==> src/rtl/lc3_mon_pkg.sv <==
// Shared types and constants for the LC-3 run monitor.
// Pure declarations: no latency and no flow control.
package lc3_mon_pkg;

  typedef enum logic [1:0] {
    IDLE  = 2'b00,
    RUN   = 2'b01,
    BREAK = 2'b10,
    STOP  = 2'b11
  } mon_state_t;

  typedef enum logic [1:0] {
    NONE    = 2'b00,
    HALT    = 2'b01,
    BP      = 2'b10,
    TIMEOUT = 2'b11
  } stop_reason_t;

  localparam logic [15:0] HALT_OPCODE = 16'hF025;

endpackage

==> src/rtl/lc3_bp_match.sv <==
// PC breakpoint comparator array; the lowest enabled matching slot wins.
// Purely combinational (zero latency); there is no backpressure.
module lc3_bp_match #(
  parameter int NUM_BP = 2,
  parameter int ADDR_W = 16
) (
  input  logic [ADDR_W-1:0]        pc,
  input  logic [NUM_BP*ADDR_W-1:0] bp_addr,
  input  logic [NUM_BP-1:0]        bp_en,
  output logic                     hit,
  output logic [2:0]               index
);

  // Scan from the top down so that the lowest matching slot is written last.
  always_comb begin
    hit   = 1'b0;
    index = 3'd0;
    for (int i = NUM_BP - 1; i >= 0; i--) begin
      if (bp_en[i] && (pc == bp_addr[i*ADDR_W +: ADDR_W])) begin
        hit   = 1'b1;
        index = 3'(i);
      end
    end
  end

endmodule

==> src/rtl/lc3_run_monitor.sv <==
// Run control and watchdog for the LC-3 core: gates cpu_en; stops on HALT, breakpoint or timeout.
// Stop takes effect on the edge after the cause (cpu_en drops with done); no backpressure.
module lc3_run_monitor
  import lc3_mon_pkg::*;
#(
  parameter int CNT_W      = 32,
  parameter int MAX_CYCLES = 50000,
  parameter int NUM_BP     = 2,
  parameter int ADDR_W     = 16
) (
  input  logic                     clock,
  input  logic                     reset,
  input  logic                     start,
  input  logic                     resume,
  input  logic                     fetch_done,
  input  logic [15:0]              ir,
  input  logic [ADDR_W-1:0]        pc,
  input  logic [NUM_BP*ADDR_W-1:0] bp_addr,
  input  logic [NUM_BP-1:0]        bp_en,
  output logic                     cpu_en,
  output logic                     running,
  output logic                     done,
  output logic [1:0]               stop_reason,
  output logic [2:0]               bp_index,
  output logic [CNT_W-1:0]         cycle_count,
  output logic [CNT_W-1:0]         instr_count
);

  // Compare in 64 bits so a narrow counter never aliases onto a large limit.
  localparam bit          TO_EN  = (MAX_CYCLES != 0);
  localparam logic [63:0] TO_LIM = 64'(MAX_CYCLES) - 64'd1;

  mon_state_t   state, state_nxt;
  stop_reason_t reason_q;
  logic         bp_mask;
  logic         bp_hit;
  logic [2:0]   bp_idx;
  logic         fire_halt, fire_bp, fire_to;

  lc3_bp_match #(
    .NUM_BP (NUM_BP),
    .ADDR_W (ADDR_W)
  ) u_bp_match (
    .pc      (pc),
    .bp_addr (bp_addr),
    .bp_en   (bp_en),
    .hit     (bp_hit),
    .index   (bp_idx)
  );

  assign fire_halt = fetch_done && (ir == HALT_OPCODE);
  assign fire_bp   = fetch_done && bp_hit && !bp_mask;
  assign fire_to   = TO_EN && (64'(cycle_count) == TO_LIM);

  always_ff @(posedge clock or posedge reset) begin
    if (reset) state <= IDLE;
    else       state <= state_nxt;
  end

  always_comb begin
    state_nxt = state;
    case (state)
      IDLE:  if (start) state_nxt = RUN;
      RUN: begin
        if (start)          state_nxt = RUN;
        else if (fire_halt) state_nxt = STOP;
        else if (fire_bp)   state_nxt = BREAK;
        else if (fire_to)   state_nxt = STOP;
      end
      BREAK: if (start || resume) state_nxt = RUN;
      STOP:  if (start) state_nxt = RUN;
      default: state_nxt = IDLE;
    endcase
  end

  always_comb begin
    cpu_en      = (state == RUN);
    running     = (state == RUN);
    stop_reason = reason_q;
  end

  always_ff @(posedge clock or posedge reset) begin
    if (reset) begin
      done        <= 1'b0;
      reason_q    <= NONE;
      bp_index    <= 3'd0;
      bp_mask     <= 1'b0;
      cycle_count <= '0;
      instr_count <= '0;
    end else begin
      done <= (state == RUN) && ((state_nxt == STOP) || (state_nxt == BREAK));
      if (start) begin
        reason_q    <= NONE;
        bp_index    <= 3'd0;
        bp_mask     <= 1'b0;
        cycle_count <= '0;
        instr_count <= '0;
      end else begin
        case (state)
          RUN: begin
            if (cycle_count != '1) cycle_count <= cycle_count + CNT_W'(1);
            if (fetch_done) begin
              bp_mask <= 1'b0;
              if (instr_count != '1) instr_count <= instr_count + CNT_W'(1);
            end
            if (fire_halt) begin
              reason_q <= HALT;
            end else if (fire_bp) begin
              reason_q <= BP;
              bp_index <= bp_idx;
            end else if (fire_to) begin
              reason_q <= TIMEOUT;
            end
          end
          // The core may still present the breakpoint's fetch after resume; mask it once.
          BREAK: begin
            if (resume) begin
              reason_q <= NONE;
              bp_mask  <= 1'b1;
            end
          end
          default: ;
        endcase
      end
    end
  end

endmodule

==> config.mk <==
export PLATFORM = sky130hd
export DESIGN_NAME = lc3_run_monitor
export DESIGN_NICKNAME = d
export VERILOG_FILES = /design/src/rtl/lc3_mon_pkg.sv /design/src/rtl/lc3_bp_match.sv /design/src/rtl/lc3_run_monitor.sv
export SDC_FILE = /design/constraint.sdc
export NUM_CORES = 1
export LEC_CHECK = 0
export CAP_MARGIN = 20
export CORE_AREA = 2 2 99 120
export CTS_BUF_LIST = sky130_fd_sc_hd__clkbuf_16
export CTS_CLUSTER_DIAMETER = 80
export DETAILED_ROUTE_END_ITERATION = 10
export DIE_AREA = 0 0 101 122
export GPL_ROUTABILITY_DRIVEN = 0
export GPL_TIMING_DRIVEN = 0
export PLACE_DENSITY = 0.76
export SLEW_MARGIN = 20
export SYNTH_ARGS = -nofsm -noshare
export SYNTH_HDL_FRONTEND = slang
export SYNTH_HIERARCHICAL = 1
export SYNTH_SLANG_ARGS = --single-unit
export TNS_END_PERCENT = 1
==> constraint.sdc <==
create_clock -name clock -period 2.9 [get_ports clock]
set_clock_uncertainty 0.2 [all_clocks]
set_input_delay 0.87 -clock clock [delete_from_list [all_inputs] [get_ports clock]]
set_output_delay 0.87 -clock clock [all_outputs]
set_load 0.005 [all_outputs]
# After elaboration in Yosys (flattened, before gate mapping)
# Cells that the tools add are included.
# classes
muxes,32
n_reduce_logical,22
addsub,2
eq_ne,15
# op_table
operator,count
$mux 32,7
$add 32x1->32 const B,2
$ne 32x32->1 const B,2
$eq 16x16->1,2
$eq 32x16->1 const B,1
$mux 2,11
$eq 16x16->1 const B,1
$mux 3,4
$reduce_and 3->1,4
$reduce_bool 2->1,5
$eq 2x2->1 const B,4
$mux 1,7
$logic_and 1x1->1,6
$ne 3x3->1 const B,2
$pmux 2 s3,1
$ne 5x2->1 const B,1
$pmux 2 s2,1
$reduce_bool 3->1,1
$eq 2x1->1 const B,1
$logic_not 2->1,1
$logic_or 1x1->1,2
$ne 2x2->1 const B,1
$pmux 1 s2,1
$reduce_and 2->1,1
2 further kinds,2
# word_totals
register_bits,73
word_cells,78
output_inout_bits,72

# Depth between registers and ports, before layout
# depth
word_depth,13
mapped_depth,9
ltp_nobuf,9

# By module
# The synthesis kept the hierarchy.
# by_module_without_submodules
module,cells_each,instances,area_per_inst_um2
lc3_run_monitor,462,1,4291.6
lc3_bp_match,49,1,415.4

# Least setup slack after synthesis
# OpenSTA, ideal clock, no wires.
# synth_path
path_type,input to register
start,input port pc[7]
end,"register reason_q[0], in the netlist stop_reason[0]"
arrival_ps,2453
path_slack_ps,122
path_stages,9
required_time_ps,2575
setup_ps,125
path_cell_list,xnor2_1 > nand4_1 > nor4_2 > o2bb2ai_1 > nand2_1 > or2_2 > o21ai_0 > o31ai_1 > mux2_2
# synth_between
elab_chain_cells,10
# synth_rtl
item,line_no,rtl
from (decl),lc3_run_monitor.sv:17,"input logic [ADDR_W-1:0] pc,"
$eq 16x16->1,lc3_bp_match.sv:19,if (bp_en[i] && (pc == bp_addr[i*ADDR_W +: ADDR_W])) begin
$logic_and 1x1->1,lc3_bp_match.sv:19,
$mux 1,lc3_bp_match.sv:19,
$mux 1 (*),lc3_bp_match.sv:19,
named net bp_hit,lc3_run_monitor.sv:36,logic bp_hit;
$logic_and 1x1->1 (*) (2 in a row),lc3_run_monitor.sv:52,assign fire_bp = fetch_done && bp_hit && !bp_mask;
$mux 2,lc3_run_monitor.sv:108,end else if (fire_bp) begin
$mux 2,lc3_run_monitor.sv:106,if (fire_halt) begin
$pmux 2 s2,lc3_run_monitor.sv:99,case (state)
$mux 2,lc3_run_monitor.sv:92,if (start) begin
to (signal assigned),lc3_run_monitor.sv:93,reason_q <= NONE;
to (signal assigned),lc3_run_monitor.sv:107,reason_q <= HALT;
to (signal assigned),lc3_run_monitor.sv:109,reason_q <= BP;
to (decl),lc3_run_monitor.sv:34,stop_reason_t reason_q;
# The timed path passes the listed nets; every way through them passes the cells marked *.
# A chain may end at the register's enable or synchronous reset.

# Worst setup path in the final report
# layout_path
start,input port pc[10]
end,"register reason_q[0], in the netlist stop_reason[0]"
# The elaborated chain is that of the path after synthesis.

==> metrics.md <==
| Metric | Value |
|---|---|
| Run status | finished, violations left |
| Failing checks | setup timing |
| Flop and latch count out of synthesis | 73 |
| Rel. slew slack | 55.9% |
| Fin. max-slew vios | 0 |
| # IOs | 143 |
| Die Ht | 122 microns |
| Synth Area in Adders | 1.06% |
| Setup CP Type | in -> reg |
| Minimum clock period after layout | 2.92 ns |
| Crit-path cells | clkdlybuf4s50_1 -> xnor2_1 -> nand4_1 -> nor4_4 -> o2bb2ai_2 -> nand2_1 -> or2_4 -> o21ai_2 -> o31ai_2 -> mux2_2 |
| Critical Path Start Type | input port |
| Final Hold Fails | 0 |
| Buf+Inv Stages, Crit Path | 1 |
| Number of routed nets with antenna violations | 0 |
| Max frequency | 343 MHz |
| Largest net degree at the start of global routing | 33 |
| Effective utilization at floorplan | 41.7% |
| DRT Wirelength | 14600 microns |
| Setup WS pre-CTS | -0.632 ns |
| Gr usage total | 24.5% |
| Count of cell types in the netlist | 73 |
| First-pass DRT Iterations | 5 |
| Finished layout cell area | 0.00675 sq mm |
| Final Setup Violations | 1 |
| Pwr Total | 0.00299 W |
| DR iter-0 viols | 422 |
| Port bufs | 142 |
| Critical-path top delay cell | clkdlybuf4s50_1 |
| Final WS setup | -0.0180 ns |
| Max-cap check violation count | 0 |
| Mux contribution to synthesized area | 1.83% |
| Ys flop type | dfrtp_1 |
| Hold Buf Count CTS | 0 |
| Share of post-route cells with drive strength above 1 | 13.4% |
| WL/cell | 18.1 microns |
| Seq/Total Area, Yosys | 38.8% |
| # rows | 43 |
| Asr flop ratio synth | 100% |
| Mapped Cells | 511 |
| H-tree depth | 3 |
| # diodes | 0 |
| Hold Crit Class | reg -> reg |
| Fin nets | 744 |
| Root buffer cell | clkbuf_16 |
| Worst VDD drop | 275 uV |
| Mean post-synth cell area | 9.21 sq um |
| Num CTS Buffers | 9 |
| Area fraction in compound gates after synthesis | 18.6% |
| Die Area | 0.0123 sq mm |
| Post-layout util | 59.7% |
| GRT overflow | 0 |
| Area delta synth->final | 43.4% |
| Area contributors post-synth | dfrtp_1 39%, xor2_1 3.7%, xnor2_1 3.5%, a21oi_1 3.5%, nand4_1 3.3% |
| Vias per std cell | 6.09 |
| Core box area | 0.0113 sq mm |
| RSZ-0062 raised after global routing | true |
| Synth Area in Simple Gates | 28.7% |
| Hold_ws | 0.309 ns |
| CTS Sinks | 73 |
| CTS tree | done |
| Post-synth EDFFs | 0 |
| Clk_lat worst skew | 0.34 ns |
| Top post-synthesis cells by count | 73 x dfrtp_1, 38 x nand2_1, 34 x nor2_1 |
| Count leader, synth | dfrtp_1 |
| XOR/XNOR share of the synthesized area | 7.26% |
| Period utilization | 101% |
| Die Width | 101 microns |
| WP data arrival | 2.94 ns |
| Largest family of logic cells by synthesized area | simple AND/OR/NAND/NOR gates |
| Clock Path Buffers | 2 |
| Placed Area | 0.00634 sq mm |
| PwrDens | 443 mW/mm^2 |
| Warnings, synthesis | 6 |
| CP required | 2.92 ns |
| Worst Setup End Kind | register |
| Critical path's top delay family | simple AND/OR/NAND/NOR gates |
| Drt drc | 0 |
| Slew at the pin closest to its max-slew limit | 0.656 ns |
| Largest area contributor in the netlist | dfrtp_1 |
| Clk slew on worst S/H paths | 0.06 ns |
| Post-Syn Area | 0.00471 sq mm |
| Vias in the first global route | 4978 |
| First-pass GRT wire length | 23900 microns |
| Crit path largest cell delay | 0.52 ns |
| Via count | 4924 |
| Synth top area share | 38.8% |
| Detail Placement HPWL | 10900 microns |
| CP Max Fanout | 3 |
| Initial antenna violation count | 0 |
| Static Leak | 2.54 nW |
-- kinds of logic (layout without fill, tap and decap cells) --
kind of cell,count (synthesis),in the layout
adder cells (fa/ha/maj),4,4
AND/OR/NAND/NOR,227,227
other,1,2
AO/OA/AOI/OAI,129,129
multiplexers,8,8
flip-flops,73,73
XOR/XNOR,39,39
buffers and inverters,30,192
-- cells in the final DEF (no fill, tap or decap), types with 9 or more instances in the layout --
cell	count
nand4_1	25
o31ai_1	9
nand3_1	28
a21oi_1	33
or3_2	13
dfrtp_1	73
nor4_1	9
nand2_1	38
o211ai_1	10
or3_1	15
clkdlybuf4s50_1	137
clkbuf_16	9
xnor2_1	19
inv_1	9
or4_1	9
o21ai_0	26
nor2_1	34
xor2_1	20
-- per-stage QoR --
| step | TNS [ns] | cells |
|---|---|---|
| after floorplan | 0 | 512 |
| final | -0.0180 | 809 |
| after CTS | -0.221 | 808 |
| after detailed placement | -14.86 | 791 |
| after global placement | -13.49 | 789 |
| after global routing | -0.570 | 809 |
-- state kept, by name (all words and copies together), names as in the netlist --
register and count:
stop_reason 2, state 2, cycle_count 32, done 1, bp_mask 1, bp_index 3
instr_count 32
-- worst register-to-register path, stage by stage, from the launching register on --
cell,delay [ns]
dfrtp_1,0.46
nand4_1,0.39
or3_4,0.55
o31ai_4,0.49
buf_6,0.22
buf_12,0.15
o211ai_1,0.10
o31ai_1,0.10
-- path summary, 6_finish.rpt --
path                                            startpoint                           to  slack, ns  cells after the start
max in group asynchronous                            reset  cycle_count[21]$_DFFE_PP0P_       1.14                      4
worst max-delay path                                pc[10]   stop_reason[0]$_DFFE_PP0P_      -0.02                     10
worst max register to register  instr_count[2]$_DFFE_PP0P_  instr_count[29]$_DFFE_PP0P_       0.13                      7
min in group asynchronous                            reset          bp_mask$_DFFE_PP0P_       0.66                      2
worst min register to register  stop_reason[0]$_DFFE_PP0P_   stop_reason[0]$_DFFE_PP0P_       0.31                      1
worst min-delay path            stop_reason[0]$_DFFE_PP0P_   stop_reason[0]$_DFFE_PP0P_       0.31                      1
-- timing repair --
item | CTS | global route
setup buffers | 1 | 1
endpoints found under the setup margin | 16 | 30
pin swaps | 3 | 4
gates resized for setup | 10 | 8
-- routing by layer --
layer	vias up	part of all wire, %	track usage (%)
met3	38	8.7	6.60
met4	0	1.8	8.53
met5	-	0	0
met1	2346	38	28.7
li1	2268	-	-
met2	272	51	42.9
-- report_power, final --
part	internal (W)	switching, W	total (W)
sequential	0.00105	0.0000406	0.00109
clock	0.000833	0.000436	0.00127
combinational	0.000297	0.000334	0.000632
total	0.00218	0.000811	0.00299
-- cell type report --
type | instances | area (sq um)
Clock buffer | 9 | 225
Fill cell | 990 | 4550
Multi-Input combinational cell | 409 | 2760
Timing Repair Buffer | 146 | 1480
Clock inverter | 7 | 110
Sequential cell | 73 | 1830
Buffer | 20 | 138
Inverter | 10 | 41.3
Tap cell | 135 | 169
Power figures use the tool's default switching activity.
